$ cat src/rtl/ddr4_phy_ctrl_pkg.sv
// Shared types and constants for the DDR4 PHY fabric-side controllers.
// Covers delay-tap state encoding and step direction codes.
package ddr4_phy_ctrl_pkg;

  localparam int TAP_W_DEF = 8;

  localparam logic DIR_INC = 1'b1;
  localparam logic DIR_DEC = 1'b0;

  typedef enum logic [2:0] {
    ST_IDLE,
    ST_SETUP,
    ST_MOVE,
    ST_LOAD,
    ST_SETTLE,
    ST_DONE
  } state_t;

endpackage

$ cat src/rtl/ddr4_cmd_dly_tap_ctrl_if.sv
// Training-engine request handshake for the command delay tap controller.
// The master issues tap requests; the slave answers with ready and done.
interface ddr4_cmd_dly_tap_ctrl_if
  import ddr4_phy_ctrl_pkg::*;
#(
  parameter int TAP_W = TAP_W_DEF
);

  logic             REQ_VALID;
  logic             REQ_READY;
  logic             REQ_LOAD;
  logic [TAP_W-1:0] REQ_TAP;
  logic             DONE;

  modport master (
    output REQ_VALID,
    output REQ_LOAD,
    output REQ_TAP,
    input  REQ_READY,
    input  DONE
  );

  modport slave (
    input  REQ_VALID,
    input  REQ_LOAD,
    input  REQ_TAP,
    output REQ_READY,
    output DONE
  );

endinterface

$ cat src/rtl/ddr4_cmd_dly_tap_ctrl.sv
// Steps one DDR4 cmd/addr IOD delay line toward an absolute tap target,
// one tap per MOVE pulse with a settle gap, tracking tap and range errors.
module ddr4_cmd_dly_tap_ctrl
  import ddr4_phy_ctrl_pkg::*;
#(
  parameter int TAP_W         = TAP_W_DEF,
  parameter int INIT_TAP      = 1,
  parameter int MAX_TAP       = 127,
  parameter int SETTLE_CYCLES = 4
) (
  input  logic             FAB_CLK,
  input  logic             TX_SYNC_RST,
  ddr4_cmd_dly_tap_ctrl_if.slave req,
  output logic             ERR_OOR,
  output logic [TAP_W-1:0] CUR_TAP,
  output logic             BUSY,
  output logic             DELAY_LINE_MOVE_0,
  output logic             DELAY_LINE_DIRECTION_0,
  output logic             DELAY_LINE_LOAD_0,
  input  logic             DELAY_LINE_OUT_OF_RANGE_0
);

  localparam logic [TAP_W-1:0] INIT_T = TAP_W'(INIT_TAP);
  localparam logic [TAP_W-1:0] MAX_T  = TAP_W'(MAX_TAP);
  localparam logic [TAP_W-1:0] ONE_T  = TAP_W'(1);
  localparam logic [3:0]       S_LAST = 4'(SETTLE_CYCLES - 1);

  state_t           state;
  state_t           state_n;
  logic [3:0]       cnt;
  logic [TAP_W-1:0] target;
  logic [TAP_W-1:0] tgt_c;
  logic             dir;
  logic             from_load;
  logic             auto_ld;
  logic             armed;
  logic             accept;
  logic             oor;
  logic             last;

  assign tgt_c  = (req.REQ_TAP > MAX_T) ? MAX_T : req.REQ_TAP;
  assign accept = (state == ST_IDLE) && req.REQ_VALID;
  assign oor    = DELAY_LINE_OUT_OF_RANGE_0;
  assign last   = (cnt == 4'd0);

  assign req.REQ_READY          = (state == ST_IDLE);
  assign req.DONE               = (state == ST_DONE);
  assign BUSY                   = (state != ST_IDLE);
  assign DELAY_LINE_MOVE_0      = (state == ST_MOVE);
  // armed holds LOAD low for the cycle in which reset is released
  assign DELAY_LINE_LOAD_0      = (state == ST_LOAD) && !armed;
  assign DELAY_LINE_DIRECTION_0 = dir;

  always_comb begin
    state_n = state;
    unique case (state)
      ST_IDLE: begin
        if (accept) begin
          if (req.REQ_LOAD)
            state_n = ST_LOAD;
          else if (tgt_c == CUR_TAP)
            state_n = ST_DONE;
          else
            state_n = ST_SETUP;
        end
      end
      ST_SETUP:  state_n = ST_MOVE;
      ST_MOVE:   state_n = ST_SETTLE;
      ST_LOAD: begin
        if (!armed)
          state_n = ST_SETTLE;
      end
      ST_SETTLE: begin
        if (oor || last) begin
          if (auto_ld)
            state_n = ST_IDLE;
          else if (oor || from_load || CUR_TAP == target)
            state_n = ST_DONE;
          else
            state_n = ST_MOVE;
        end
      end
      ST_DONE:   state_n = ST_IDLE;
      default:   state_n = ST_IDLE;
    endcase
  end

  always_ff @(posedge FAB_CLK) begin
    if (TX_SYNC_RST) begin
      state     <= ST_LOAD;
      CUR_TAP   <= INIT_T;
      target    <= INIT_T;
      ERR_OOR   <= 1'b0;
      dir       <= DIR_DEC;
      cnt       <= 4'd0;
      from_load <= 1'b1;
      auto_ld   <= 1'b1;
      armed     <= 1'b1;
    end else begin
      state <= state_n;
      armed <= 1'b0;
      unique case (state)
        ST_IDLE: begin
          auto_ld <= 1'b0;
          if (accept) begin
            if (req.REQ_LOAD) begin
              ERR_OOR <= 1'b0;
            end else begin
              target <= tgt_c;
              dir    <= (tgt_c > CUR_TAP) ? DIR_INC : DIR_DEC;
            end
          end
        end
        ST_MOVE: begin
          CUR_TAP   <= (dir == DIR_INC) ? CUR_TAP + ONE_T
                                        : CUR_TAP - ONE_T;
          cnt       <= S_LAST;
          from_load <= 1'b0;
        end
        ST_LOAD: begin
          CUR_TAP   <= INIT_T;
          cnt       <= S_LAST;
          from_load <= 1'b1;
        end
        ST_SETTLE: begin
          cnt <= cnt - 4'd1;
          // undo the step the IOD refused; a LOAD leaves INIT_TAP in place
          if (oor) begin
            ERR_OOR <= 1'b1;
            if (!from_load)
              CUR_TAP <= (dir == DIR_INC) ? CUR_TAP - ONE_T
                                          : CUR_TAP + ONE_T;
          end
        end
        default: ;
      endcase
    end
  end

endmodule

$ cat src/flat_wrapper.sv
// flat-port wrapper written by rule: the top's interface ports become plain ports
module ddr4_cmd_dly_tap_ctrl_flat import ddr4_phy_ctrl_pkg::*;
#(
  parameter int TAP_W         = TAP_W_DEF,
  parameter int INIT_TAP      = 1,
  parameter int MAX_TAP       = 127,
  parameter int SETTLE_CYCLES = 4
)
  (FAB_CLK, TX_SYNC_RST, ERR_OOR, CUR_TAP, BUSY, DELAY_LINE_MOVE_0, DELAY_LINE_DIRECTION_0, DELAY_LINE_LOAD_0, DELAY_LINE_OUT_OF_RANGE_0, req_REQ_VALID, req_REQ_LOAD, req_REQ_TAP, req_REQ_READY, req_DONE);
  ddr4_cmd_dly_tap_ctrl_if #(.TAP_W(TAP_W)) req_i ();
  input  logic FAB_CLK;
  input  logic TX_SYNC_RST;
  output logic ERR_OOR;
  output logic [TAP_W-1:0] CUR_TAP;
  output logic BUSY;
  output logic DELAY_LINE_MOVE_0;
  output logic DELAY_LINE_DIRECTION_0;
  output logic DELAY_LINE_LOAD_0;
  input  logic DELAY_LINE_OUT_OF_RANGE_0;
  input wire logic [$bits(req_i.REQ_VALID)-1:0] req_REQ_VALID;
  input wire logic [$bits(req_i.REQ_LOAD)-1:0] req_REQ_LOAD;
  input wire logic [$bits(req_i.REQ_TAP)-1:0] req_REQ_TAP;
  output wire logic [$bits(req_i.REQ_READY)-1:0] req_REQ_READY;
  output wire logic [$bits(req_i.DONE)-1:0] req_DONE;
  assign req_i.REQ_VALID = req_REQ_VALID;
  assign req_i.REQ_LOAD = req_REQ_LOAD;
  assign req_i.REQ_TAP = req_REQ_TAP;
  assign req_REQ_READY = req_i.REQ_READY;
  assign req_DONE = req_i.DONE;
  ddr4_cmd_dly_tap_ctrl #(.TAP_W(TAP_W), .INIT_TAP(INIT_TAP), .MAX_TAP(MAX_TAP), .SETTLE_CYCLES(SETTLE_CYCLES)) u_core (.FAB_CLK(FAB_CLK), .TX_SYNC_RST(TX_SYNC_RST), .req(req_i), .ERR_OOR(ERR_OOR), .CUR_TAP(CUR_TAP), .BUSY(BUSY), .DELAY_LINE_MOVE_0(DELAY_LINE_MOVE_0), .DELAY_LINE_DIRECTION_0(DELAY_LINE_DIRECTION_0), .DELAY_LINE_LOAD_0(DELAY_LINE_LOAD_0), .DELAY_LINE_OUT_OF_RANGE_0(DELAY_LINE_OUT_OF_RANGE_0));
endmodule
$ cat config.mk
export PLATFORM = sky130hd
export DESIGN_NAME = ddr4_cmd_dly_tap_ctrl_flat
export DESIGN_NICKNAME = d
export VERILOG_FILES = /design/src/rtl/ddr4_phy_ctrl_pkg.sv /design/src/rtl/ddr4_cmd_dly_tap_ctrl_if.sv /design/src/rtl/ddr4_cmd_dly_tap_ctrl.sv /design/src/flat_wrapper.sv
export SDC_FILE = /design/constraint.sdc
export NUM_CORES = 1
export LEC_CHECK = 0
export ABC_AREA = 1
export CORE_UTILIZATION = 54
export DETAILED_ROUTE_END_ITERATION = 12
export HOLD_SLACK_MARGIN = 0.08
export PLACE_DENSITY = 0.88
export SLEW_MARGIN = 20
export SYNTH_ARGS = -nofsm -noshare
export SYNTH_HDL_FRONTEND = slang
export SYNTH_SLANG_ARGS = --single-unit
$ cat constraint.sdc
create_clock -name FAB_CLK -period 2.2 [get_ports FAB_CLK]
set_clock_uncertainty 0.2 [all_clocks]
set_input_delay 0.22 -clock FAB_CLK [delete_from_list [all_inputs] [get_ports FAB_CLK]]
set_output_delay 0.22 -clock FAB_CLK [all_outputs]
set_load 0.01 [all_outputs]
Word-level counts from Yosys, hierarchy flattened
Cells that the tools add are included.
- register bits after elaboration: 28
- input port bits: 13
- output and inout port bits: 15
- logic and storage cells: 68
- add/subtract/negate cells: 3
- $lt $le $gt $ge: 2
- eq/ne operators: 13
- mux-type cells: 22
- bitwise logic cells: 1
- reduce and logical (&&, ||, !) cells: 18
- operators by type and width (kind ; number):
    8-bit two-way mux ; 5
    8-bit case mux with 3 select lines ; 1
    3-bit two-way mux ; 7
    8-bit equality test ; 2
    3-bit case mux with 5 select lines ; 1
    3-bit AND reduction ; 3
    8-bit by 1-bit adder with 8-bit output, second input constant ; 1
    8-bit by 7-bit greater-than comparator with 1-bit output, second input constant ; 1
    8-bit greater-than comparator ; 1
    2-bit != test, second input constant ; 4
    4-bit case mux with 2 select lines ; 1
    8-bit by 1-bit subtractor with 8-bit output, second input constant ; 1
    3-bit by 2-bit equality test with 1-bit output, second input constant ; 2
    3-bit equality test, second input constant ; 2
    2-bit nonzero test ; 3
    3-bit nonzero test ; 2
    1-bit two-way mux ; 5
    4-bit zero test ; 1
    2-bit by 1-bit != test with 1-bit output, second input constant ; 2
    1-bit case mux with 2 select lines ; 2
    4-bit AND reduction ; 1
    4-bit by 1-bit subtractor with 4-bit output, second input constant ; 1
    3-bit by 1-bit equality test with 1-bit output, second input constant ; 1
    3-bit zero test ; 1
    5 further kinds ; 8

Depth between registers and ports, before layout
- depth after elaboration: 7
- mapped depth: 11
- gate-level depth less buffers: 11

Worst setup path after synthesis
No wires, ideal clock.
- path type: register to register
- from: register u_core.CUR_TAP[6]
- to: register u_core.state[2]
- library setup time: 0.070 ns
- data arrival time: 1.591 ns
- required time: 1.930 ns
- setup slack: 0.340 ns
- cell stages (with the launch flop): 12
- buffers on the path: 1
- period minus slack after synthesis: 1.860 ns
- cells stage by stage: dfxtp_1 > clkbuf_1 > inv_1 > ha_1 > nand2_1 > nor2_1 > nand4_1 > nor2_1 > nor2_1 > nand2_1 > nand2_1 > a21oi_1
- cells in the longest elaborated chain, start to end: 6
- elaborated cells between the ends (all ways): 10
- those cells by class: eq/ne: 2; mux: 7; reduce/logical: 1
- RTL lines (item ; line ; RTL):
    start: declaration ; ddr4_cmd_dly_tap_ctrl.sv:15 ; output logic [TAP_W-1:0] CUR_TAP,
    start signal: assignment ; ddr4_cmd_dly_tap_ctrl.sv:115 ; CUR_TAP <= (dir == DIR_INC) ? CUR_TAP + ONE_T
    start signal: assignment ; ddr4_cmd_dly_tap_ctrl.sv:131 ; CUR_TAP <= (dir == DIR_INC) ? CUR_TAP - ONE_T
    8-bit equality test ; ddr4_cmd_dly_tap_ctrl.sv:77 ; else if (oor || from_load || CUR_TAP == target)
    1-bit logical OR ; ddr4_cmd_dly_tap_ctrl.sv:77 ;
    3-bit two-way mux ; ddr4_cmd_dly_tap_ctrl.sv:77 ;
    3-bit two-way mux ; ddr4_cmd_dly_tap_ctrl.sv:75 ; if (auto_ld)
    3-bit two-way mux ; ddr4_cmd_dly_tap_ctrl.sv:74 ; if (oor || last) begin
    3-bit case mux with 5 select lines * ; ddr4_cmd_dly_tap_ctrl.sv:56 ; unique case (state)
    end signal: assignment ; ddr4_cmd_dly_tap_ctrl.sv:100 ; state <= state_n;
    end: declaration ; ddr4_cmd_dly_tap_ctrl.sv:28 ; state_t state;
Every way passes the cells marked *; elsewhere a longest branch is shown, timed or not. The select of a mux whose other input is x is not followed.
A chain may end at the register's enable or synchronous reset.

Worst setup path in the final report
- from: register u_core.state[0]
- to: output port BUSY
- cells in the longest elaborated chain, start to end: 1
- RTL lines (item ; line ; RTL):
    3-bit nonzero test ; ddr4_cmd_dly_tap_ctrl.sv:48 ; assign BUSY = (state != ST_IDLE);
    end: declaration ; flat_wrapper.sv:15 ; output logic BUSY;
Every way passes these cells.

==> reports/metrics.cfg <==
[drt]
drcViolationCount = 0
first_pass_iters = 4
wl_per_cell_um = 12.2
via_per_inst = 5.31
wl_um = 4420
drtIter0Drc = 105
num_vias = 1934
postRouteAntennaNets = 0

[clock_tree]
cts_tree = built
cts.sinks = 28
insertion_delay_ns = 0.34
cts_made_buffers = 3
postCtsSetupRepairBufs = 0
clock_path_buffers = 2
clk_pin_slew_worst_paths_ns = 0.16
post_cts_resized = 2
hold_buffers = 0
cts-root-buf = clkbuf_4
cts_max_level = 1

[cells_and_area]
final_common_cell = nand2_1
final_util_pct = 68.9
n_antenna_cell = 0
fillCellCount = 308
layout-drive-gt1-share_pct = 11.0
stdcell_area_um2 = 2320
area_growth_pct = 21.8
nets = 344
multi_input_area_um2 = 1130
final_cell_mix = nand2_1, inv_1, dfxtp_1
seq_area_um2 = 561

[yosys]
yosysTopAreaCellShare_pct = 29.5
synth_top_family_by_area = simple AND/OR/NAND/NOR gates
ys_seq_area_share_pct = 29.5
synthTopCellsByArea = dfxtp_1, nand2_1, inv_1, ha_1, o21ai_0
synth.cell_area_um2 = 1900
syn_nets = 311
yosys.area_share.simple_pct = 29.5
muxShareOfSynthArea_pct = 0
synth_cell_types = 34
avgSynthCellArea_um2 = 6.65
synth-compound-area-share_pct = 17.0
synth_fa_ha_area_share_pct = 7.89
yosys.area.top_type = dfxtp_1
syn_inst = 286
synthXorXnorAreaFrac_pct = 4.14
yosysWarnings = 0
synth-seq-cells = 28

[floorplan]
start_util_pct = 56.5
die_h_um = 61.3
core_area_um2 = 3360
io_pins = 28
num_rows = 21
die_width_um = 61.3
die-area_um2 = 3760

[power_and_ir_drop]
power_density_nw_per_um2 = 759
power_mw = 1.76
irDropWorstVdd_uv = 443
power.leakage_nw = 1.08

[timing]
hold_violations = 0
slew_viol_final = 0
setup_viol = 0
worstMarginPinSlew_ns = 0.583
rsz0062_at_grt = false
whs_ns = 0.0837
relSlewSlack_pct = 61.1
period_share_pct = 94.8
period_minus_slack_ns = 2.09
fmax_mhz = 480
finalWorstSetupSlack_ns = 0.115

[grt]
grt_max_degree = 22
grt_pass1_vias = 1735
antenna_found_initial = 0
grt_pass1_wl_um = 7510
grt_overflow = 0
track_usage_pct = 26.6

[worst_setup_path]
critPathKind = flip-flop to output port
startpoint_type = flip-flop
cp-end-kind = output port
path_max_fanout = 5
crit_required_ns = 1.78
r2r_cells = 9
critPathArrivalTime_ns = 1.67

[placed_design]
placed_area_um2 = 2250
portBuffers = 27
post-place-ws_ns = -0.126
gp_congestion = 0.899
hpwl_um = 3410

[hold_path]
hp-class = input pin to flip-flop
hold_path_depth = 3

[flow_run]
drv_cap = 0

[status]
status = finished, final reports clean

-- state kept, by name (all words and copies together), names as in the netlist --
signal / count
u_core.DELAY_LINE_DIRECTION_0: 1
u_core.ERR_OOR: 1
u_core.armed: 1
u_core.state: 3
u_core.from_load: 1
u_core.CUR_TAP: 8
u_core.target: 8
u_core.auto_ld: 1
u_core.cnt: 4
-- cells in the mapped netlist, drive strengths merged --
cell type   n
nand4       5
inv        47
xor2        4
a31oi       3
nand2      61
a211oi      3
nor2       30
dfxtp      28
conb        1
or2         8
clkbuf      2
a21oi      17
a21boi      1
nor4        1
clkinv      1
buf         5
o211ai      4
nand3      16
ha         12
nor3        4
a221oi      1
xnor2       5
o21ai      27
-- kinds of logic (layout without fill, tap and decap cells) --
logic type,count (synthesis),count (layout)
DFF,28,28
xor gates and xnor gates,9,9
other,1,1
AOI/OAI and AO/OA,56,56
buffers and inverters,55,87
adders and majority gates,12,12
and+or+nand+nor,125,125
-- stage by stage --
| stage | TNS (ns) | std cells |
|---|---|---|
| after global placement | -0.0516 | 360 |
| after global routing | 0 | 364 |
| after detailed placement | -0.143 | 360 |
| after floorplan | 0 | 286 |
| final | 0 | 364 |
| after CTS | 0 | 364 |
-- final cells by class --
class	instances	area share [%]
Multi-Input combinational cell	203	48.8
Sequential cell	28	24.2
Timing Repair Buffer	35	14.5
Inverter	48	7.78
Tap cell	46	2.49
Clock inverter	1	1.30
Clock buffer	3	0.972
-- path summary, 6_finish.rpt --
kind	start	end	slack (ns)
hold / removal	req_REQ_TAP[7]	u_core.target[0]$_SDFFE_PP1P_	0.08
setup reg to reg	u_core.state[0]$_SDFFE_PP1P_	u_core.target[5]$_SDFFE_PP0P_	0.29
setup / recovery	u_core.state[0]$_SDFFE_PP1P_	BUSY	0.11
hold reg to reg	u_core.auto_ld$_SDFFE_PP1P_	u_core.auto_ld$_SDFFE_PP1P_	0.27
-- metal layers --
layer / global-route usage [%] / share of wire, % / vias to the layer above
li1: - / - / 986
met1: 36.0 / 47 / 886
met2: 42.7 / 46 / 54
met3: 3.36 / 4.5 / 8
met4: 11.4 / 1.5 / 0
met5: 0 / 0 / -
-- power breakdown --
group          leakage (nW)  switching [mW]  internal (mW)
Sequential            0.230          0.0616          0.568
Clock                0.0279           0.164          0.185
Combinational         0.822           0.443          0.336
-- worst max-delay path, stage by stage (launching register included) --
cell	delay, ns
dfxtp_1	0.40
inv_1	0.12
nand2_2	0.13
nor2_4	0.05
inv_2	0.09
clkdlybuf4s50_1	0.53
No activity file was read; power rests on OpenSTA's default activity.
